===== src/rtl/kyber_hash_pkg.sv =====
// Shared types and constants for the Kyber hash-core scheduler.
// Mode codes match the hash core's ififo_mode tag encoding.
package kyber_hash_pkg;

    localparam int NREQ = 3;

    localparam logic [1:0] MODE_SHA512   = 2'd0;
    localparam logic [1:0] MODE_SHA256   = 2'd1;
    localparam logic [1:0] MODE_SHAKE256 = 2'd2;
    localparam logic [1:0] MODE_SHAKE128 = 2'd3;

    localparam logic [5:0] RATE0 = 6'd18;
    localparam logic [5:0] RATE1 = 6'd34;
    localparam logic [5:0] RATE2 = 6'd34;
    localparam logic [5:0] RATE3 = 6'd42;

    typedef enum logic [2:0] {
        S_IDLE,
        S_INIT,
        S_ABSORB,
        S_WAIT_P,
        S_BLOCK,
        S_EXTEND,
        S_WAIT_X,
        S_FIN
    } state_e;

    function automatic logic [5:0] rate_of(input logic [1:0] m);
        logic [5:0] r;
        case (m)
            MODE_SHA512:   r = RATE0;
            MODE_SHA256:   r = RATE1;
            MODE_SHAKE256: r = RATE2;
            default:       r = RATE3;
        endcase
        return r;
    endfunction

endpackage


===== src/rtl/kyber_hash_sched_arb.sv =====
// Three-way round-robin pick: first request at or after the pointer.
// Falls back to the lowest request when nothing sits at/above the pointer.
module rr_arbiter3 (
    input  logic [2:0] req_i,
    input  logic [1:0] ptr_i,
    output logic [2:0] gnt_o
);

    logic [2:0] hi;

    always_comb begin
        hi = req_i & (3'b111 << ptr_i);
        if (|hi) begin
            gnt_o = hi & (~hi + 3'd1);
        end else begin
            gnt_o = req_i & (~req_i + 3'd1);
        end
    end

endmodule


===== src/rtl/kyber_hash_sched.sv =====
// Round-robin job sequencer sharing one Keccak hash core between
// matrix-A, CBD noise and G/H requesters.
module kyber_hash_sched
    import kyber_hash_pkg::*;
(
    input  logic        clk,
    input  logic        rst,
    input  logic [2:0]  req,
    input  logic [5:0]  req_mode,
    input  logic [17:0] req_len,
    input  logic [11:0] req_ext,
    input  logic [95:0] src_din,
    input  logic [2:0]  src_vld,
    output logic [2:0]  src_rd,
    input  logic [2:0]  drain_ack,
    output logic [2:0]  grant,
    output logic [2:0]  blk_rdy,
    output logic [2:0]  done,
    output logic        keccak_init,
    output logic        ififo_wen,
    output logic [31:0] ififo_din,
    output logic        ififo_absorb,
    output logic [1:0]  ififo_mode,
    output logic        ififo_last,
    output logic        extend,
    input  logic        ififo_full,
    input  logic        keccak_ready,
    input  logic [5:0]  squeeze_ctr
);

    state_e     state_q, state_d;
    logic [2:0] grant_q, grant_d;
    logic [1:0] gidx_q, gidx_d;
    logic [1:0] ptr_q, ptr_d;
    logic [1:0] mode_q, mode_d;
    logic [5:0] len_q, len_d;
    logic [3:0] ext_q, ext_d;
    logic [5:0] wc_q, wc_d;
    logic [2:0] blk_q, blk_d;
    logic [2:0] done_q, done_d;
    logic       init_q, init_d;
    logic       xt_q, xt_d;
    logic       absorb_q, absorb_d;
    logic       last_q, last_d;
    logic       rdy_q;

    logic [2:0]  pick;
    logic [1:0]  pick_idx;
    logic [1:0]  mode_sel;
    logic [5:0]  len_sel;
    logic [3:0]  ext_sel;
    logic [31:0] din_sel;
    logic        vld_g;
    logic        wen;
    logic        rise;

    rr_arbiter3 u_arb (
        .req_i (req),
        .ptr_i (ptr_q),
        .gnt_o (pick)
    );

    always_comb begin
        unique case (1'b1)
            pick[1]: pick_idx = 2'd1;
            pick[2]: pick_idx = 2'd2;
            default: pick_idx = 2'd0;
        endcase
    end

    always_comb begin
        mode_sel = '0;
        len_sel  = '0;
        ext_sel  = '0;
        din_sel  = '0;
        vld_g    = 1'b0;
        for (int i = 0; i < NREQ; i++) begin
            if (pick[i]) begin
                mode_sel = req_mode[2*i +: 2];
                len_sel  = req_len[6*i +: 6];
                ext_sel  = req_ext[4*i +: 4];
            end
            if (grant_q[i]) begin
                din_sel = din_sel | src_din[32*i +: 32];
                vld_g   = vld_g | src_vld[i];
            end
        end
    end

    assign wen       = (state_q == S_ABSORB) & vld_g & ~ififo_full;
    assign rise      = keccak_ready & ~rdy_q;
    assign ififo_wen = wen;
    assign src_rd    = wen ? grant_q : 3'b000;
    assign ififo_din = (state_q == S_ABSORB) ? din_sel : 32'd0;

    always_comb begin
        state_d  = state_q;
        grant_d  = grant_q;
        gidx_d   = gidx_q;
        ptr_d    = ptr_q;
        mode_d   = mode_q;
        len_d    = len_q;
        ext_d    = ext_q;
        wc_d     = wc_q;
        blk_d    = '0;
        done_d   = '0;
        init_d   = 1'b0;
        xt_d     = 1'b0;
        absorb_d = 1'b0;
        last_d   = 1'b0;
        unique case (state_q)
            S_IDLE: begin
                if (|req) begin
                    grant_d = pick;
                    gidx_d  = pick_idx;
                    mode_d  = mode_sel;
                    len_d   = (len_sel == 6'd0) ? 6'd1 : len_sel;
                    ext_d   = ext_sel;
                    init_d  = 1'b1;
                    state_d = S_INIT;
                end
            end
            S_INIT: begin
                wc_d     = '0;
                absorb_d = 1'b1;
                last_d   = (len_q == 6'd1);
                state_d  = S_ABSORB;
            end
            S_ABSORB: begin
                absorb_d = 1'b1;
                last_d   = last_q;
                if (wen) begin
                    wc_d   = wc_q + 6'd1;
                    last_d = (wc_q + 6'd2 == len_q);
                    if (last_q) begin
                        absorb_d = 1'b0;
                        last_d   = 1'b0;
                        state_d  = S_WAIT_P;
                    end
                end
            end
            S_WAIT_P, S_WAIT_X: begin
                if (rise) begin
                    blk_d   = grant_q;
                    state_d = S_BLOCK;
                end
            end
            S_BLOCK: begin
                blk_d = grant_q;
                if (|(drain_ack & grant_q)) begin
                    blk_d = '0;
                    if (ext_q == 4'd0) begin
                        done_d  = grant_q;
                        state_d = S_FIN;
                    end else begin
                        ext_d   = ext_q - 4'd1;
                        xt_d    = 1'b1;
                        state_d = S_EXTEND;
                    end
                end
            end
            S_EXTEND: begin
                xt_d = 1'b1;
                if (squeeze_ctr == rate_of(mode_q) - 6'd1) begin
                    xt_d    = 1'b0;
                    state_d = S_WAIT_X;
                end
            end
            S_FIN: begin
                grant_d = '0;
                ptr_d   = (gidx_q == 2'd2) ? 2'd0 : gidx_q + 2'd1;
                state_d = S_IDLE;
            end
            default: state_d = S_IDLE;
        endcase
    end

    always_ff @(posedge clk or negedge rst) begin
        if (!rst) begin
            state_q  <= S_IDLE;
            grant_q  <= '0;
            gidx_q   <= '0;
            ptr_q    <= '0;
            mode_q   <= '0;
            len_q    <= '0;
            ext_q    <= '0;
            wc_q     <= '0;
            blk_q    <= '0;
            done_q   <= '0;
            init_q   <= 1'b0;
            xt_q     <= 1'b0;
            absorb_q <= 1'b0;
            last_q   <= 1'b0;
            rdy_q    <= 1'b0;
        end else begin
            state_q  <= state_d;
            grant_q  <= grant_d;
            gidx_q   <= gidx_d;
            ptr_q    <= ptr_d;
            mode_q   <= mode_d;
            len_q    <= len_d;
            ext_q    <= ext_d;
            wc_q     <= wc_d;
            blk_q    <= blk_d;
            done_q   <= done_d;
            init_q   <= init_d;
            xt_q     <= xt_d;
            absorb_q <= absorb_d;
            last_q   <= last_d;
            rdy_q    <= keccak_ready;
        end
    end

    assign grant        = grant_q;
    assign blk_rdy      = blk_q;
    assign done         = done_q;
    assign keccak_init  = init_q;
    assign extend       = xt_q;
    assign ififo_absorb = absorb_q;
    assign ififo_mode   = mode_q;
    assign ififo_last   = last_q;

endmodule


===== config.mk =====
export PLATFORM = sky130hd
export DESIGN_NAME = kyber_hash_sched
export DESIGN_NICKNAME = d
export VERILOG_FILES = /design/src/rtl/kyber_hash_pkg.sv /design/src/rtl/kyber_hash_sched_arb.sv /design/src/rtl/kyber_hash_sched.sv
export SDC_FILE = /design/constraint.sdc
export NUM_CORES = 1
export LEC_CHECK = 0
export ABC_AREA = 1
export BUFFER_PORTS_ARGS = -buffer_cell sky130_fd_sc_hd__buf_2
export CAP_MARGIN = 20
export CORE_AREA = 2 2 116 118
export DETAILED_ROUTE_END_ITERATION = 16
export DIE_AREA = 0 0 118 120
export GPL_ROUTABILITY_DRIVEN = 0
export MAX_ROUTING_LAYER = met4
export PLACE_DENSITY = 0.55
export SLEW_MARGIN = 40
export SYNTH_ARGS = -nofsm -noshare
export SYNTH_HDL_FRONTEND = slang
export SYNTH_SLANG_ARGS = --single-unit

===== constraint.sdc =====
create_clock -name clk -period 1.7 [get_ports clk]
set_input_delay 0.085 -clock clk [delete_from_list [all_inputs] [get_ports clk]]
set_output_delay 0.085 -clock clk [all_outputs]
set_load 0.02 [all_outputs]

==> summary.md <==
| Metric | Value |
|---|---|
| Crit Path Category | `register to primary output` |
| Post-Syn Area | `0.00315 sq mm` |
| GR Overflow Total | `0` |
| PwrDens | `between 1000 and 1500 mW/mm^2` |
| Post-synthesis sequential area ratio | `0.310` |
| Hold/Removal Path Class | `input port to register` |
| Critical path's slowest cell | `dfrtp_1` |
| Die area | `between 0.01 and 0.015 sq mm` |
| Die height | `between 100 and 150 microns` |
| Dpl cell area | `0.00440 sq mm` |
| Via-per-instance ratio | `4.27` |
| Worst Setup End Kind | `primary output` |
| Worst-path clk slew | `0.06 ns` |
| Unique cell type count in the Yosys netlist | `37` |
| TNS Setup | `0 ns` |
| Sw Ratio | `0.469` |
| CP max stage delay | `approximately 0.43 ns` |
| Lkg Pwr | `0.00278 uW` |
| DRC errors left | `0` |
| Asr flop ratio synth | `1.00` |
| Critical path launch point | `state_q[2]` |
| Seq pwr share | `0.230` |
| Launching point of the worst reg2reg path | `state_q[0]` |
| CP Data Required Time | `1.62 ns` |
| Worst path bufs/invs | `2` |
| Worst skew pair latency | `about 0.28 ns` |
| Initial Utilization | `0.243` |
| Final Hold Fails | `0` |
| Vias | `3,846` |
| Maximum clock frequency | `0.613 GHz` |
| Initial DRC count | `around 120` |
| Post-route ant nets | `0` |
| H-tree levels | `2` |
| Int Pwr | `3470 uW` |
| Peak supply drop | `0.624 mV` |
| Yosys reg bits | `39` |
| # nets final | `between 800 and 900` |
| Slew @ Worst Pin | `0.506 ns` |
| Tightest hold margin | `0.106 ns` |
| CTS sink count | `39` |
| GRT Total Usage | `0.157` |
| Cell Rows | `42` |
| Initial antenna violation count | `0` |
| Die Wd | `about 120 microns` |
| Switching pwr | `3070 uW` |
| Fin area | `around 0.0047 sq mm` |
| Worst rel slew slack | `0.662` |
| Final setup viols | `0` |
| Clk_skew | `0.00429 ns` |
| Total I/O pin count | `202` |
| Max-capacitance violation count | `0` |
| Vias in the first global route | `~3.7k` |
| Post-synth EDFFs | `0` |
| Period minus WS final | `1.63 ns` |
| Period utilization | `0.960` |
| Outcome | `completed` |
| Logic gate share of total power | `0.603` |
| Max FO, Critical Path | `7` |
| RSZ-0062 raised after global routing | `false` |
| Layout cells sized above 1 | `0.369` |
| Crit path DAT | `roughly 1.6 ns` |
| Root Driver | `clkbuf_16` |
| Core Area | `0.0130 sq mm` |
| Clock Power Share | `0.167` |
| Post-Syn Nets | `666` |
| Fillers | `roughly 1.5k` |
| Drt first pass iters | `4` |
| Largest net degree at the start of global routing | `40` |
| Synthesis warning total | `0` |
| Port bufs | `201` |
| Slew Viols, Final | `0` |
| Startpoint types | `register` |
| CTS tree | `done` |
| Drt total wl | `11,000 microns` |
| Area growth, synth to finish | `49.6%` |
| CTS Buf Count | `5` |
| Synth Area per Inst | `6.15 sq um` |
| Syn Inst Count | `~510` |
| Top FF cell, synth | `dfrtp_1` |
| Diodes inserted | `0` |
| First-pass GRT wire length | `about 18,000 microns` |
| Clk buf depth | `2` |
| Wirelength per Cell | `between 10 and 15 microns` |
| CP Cell Sequence | `inv_2 -> nand3_4 -> nor2_2 -> o21ai_4 -> nor2_1 -> buf_2` |
| DP HPWL | `8740 microns` |
| Hold Crit Start | `req_len[12]` |
| Top delay family on crit path | `simple AND/OR/NAND/NOR gates` |
-- state kept, by name, summed over array words and instances, names as in the netlist, 2 cells and up --
name and cells:
len_q 6, wc_q 6, ext_q 4, blk_rdy 3, done 3, grant 3, state_q 3, gidx_q 2
ififo_mode 2, ptr_q 2
-- worst register-to-register path: stages (launching register included) --
cell,delay (ns)
dfrtp_1,0.39
buf_4,0.15
nor2_2,0.15
nand2_2,0.17
inv_2,0.10
nand2_1,0.07
a21o_4,0.24
a21oi_2,0.12
a22oi_2,0.06
-- metrics by stage --
| step | power (uW) | util | cells | setup WS [ns] |
|---|---|---|---|---|
| after CTS | 6570 | 0.358 | 897 | 0.00332 |
| after floorplan | 4130 | - | 512 | 0.163 |
| after global routing | 7160 | 0.363 | 900 | 0.00176 |
| after global placement | 5270 | 0.339 | 883 | 0.130 |
| after detailed placement | 5280 | 0.339 | 883 | 0.0743 |
| final | 6540 | 0.363 | 900 | 0.0675 |
-- synthesized netlist by cell type, drive strengths merged, types with 2 or more instances --
| cell type | instances | area (sq um) |
|---|---|---|
| a21oi | 11 | 62.6 |
| a22o | 3 | 26.3 |
| buf | 11 | 63.8 |
| clkbuf | 9 | 33.8 |
| dfrtp | 39 | 976 |
| ha | 3 | 37.5 |
| inv | 76 | 285 |
| nand2 | 214 | 816 |
| nand3 | 57 | 303 |
| nand4 | 4 | 25.0 |
| nor2 | 26 | 123 |
| nor3 | 6 | 30.0 |
| o21ai | 29 | 164 |
| o22ai | 2 | 12.5 |
| o31ai | 3 | 22.5 |
| or2 | 2 | 12.5 |
| xnor2 | 5 | 43.8 |
| xor2 | 6 | 52.6 |
-- per-layer routing --
layer  vias to the layer above  share of wire  GRT usage
li1                       2013              -          -
met1                      1668           0.45      0.197
met2                       160           0.48      0.266
met3                         5          0.072     0.0295
met4                         0         0.0061     0.0294
met5                         -              0          -
-- kinds of logic after synthesis --
logic type,Yosys count,synth area share
buf+inv,96,0.122
xor+xnor,11,0.0306
simple gates,311,0.421
fa+ha+maj,3,0.0119
compound gates,52,0.105
flops,39,0.310
-- path summary, 6_finish.rpt --
path	endpoint	cells past startpoint	slack [ns]
max reg2reg	ext_q[0]	8	0.13
min reg2reg	ptr_q[1]	2	0.52
min	len_q[0]	3	0.11
max	src_rd[1]	6	0.07
min in group asynchronous	keccak_init	3	0.39
max in group asynchronous	state_q[1]	3	0.94
-- cells in the final DEF (no fill, tap or decap), types with 3 or more instances in the layout --
| cell | synthesis | layout |
|---|---|---|
| nor3_1 | 6 | 5 |
| o31ai_1 | 3 | 3 |
| nor2_2 | 4 | 5 |
| buf_4 | 1 | 18 |
| nand3_1 | 55 | 55 |
| nor2_1 | 20 | 19 |
| buf_2 | 9 | 200 |
| nand4_1 | 4 | 4 |
| xor2_1 | 6 | 6 |
| clkbuf_16 | 0 | 5 |
| inv_2 | 8 | 8 |
| nand2_2 | 2 | 5 |
| inv_1 | 68 | 67 |
| dfrtp_1 | 39 | 38 |
| a21oi_1 | 9 | 9 |
| o21ai_1 | 11 | 10 |
| o21ai_0 | 15 | 15 |
| xnor2_1 | 5 | 5 |
| a22o_1 | 3 | 3 |
| nand2_1 | 211 | 208 |
-- power by group through the flow --
stage	clock network (uW)	registers, uW	logic (uW)
final	1090	1510	3940
after floorplan	0	1570	2560
after global placement	0	1530	3740
after detailed placement	0	1530	3750
after CTS	1120	1510	3940
after global routing	1150	1550	4450
-- layout make-up --
cell class                      instances  area (sq um)  share of cell area
Clock buffer                            6           139              0.0295
Clock inverter                          2          35.0             0.00743
Inverter                               76           293              0.0621
Multi-Input combinational cell        377          1820               0.387
Timing Repair Buffer                  224          1230               0.260
Tap cell                              176           220              0.0467
Sequential cell                        39           977               0.207
-- what timing repair did --
action / 4_1_cts / 5_1_grt
endpoints found under the hold margin: 40 / 0
resized for setup: 4 / 14
setup endpoints to repair: 32 / 40
hold buffers: 2 / 0
pin swaps: 0 / 2
gates cloned: 1 / 0
setup buffers: 3 / 3
No activity file was read; power rests on OpenSTA's default activity.
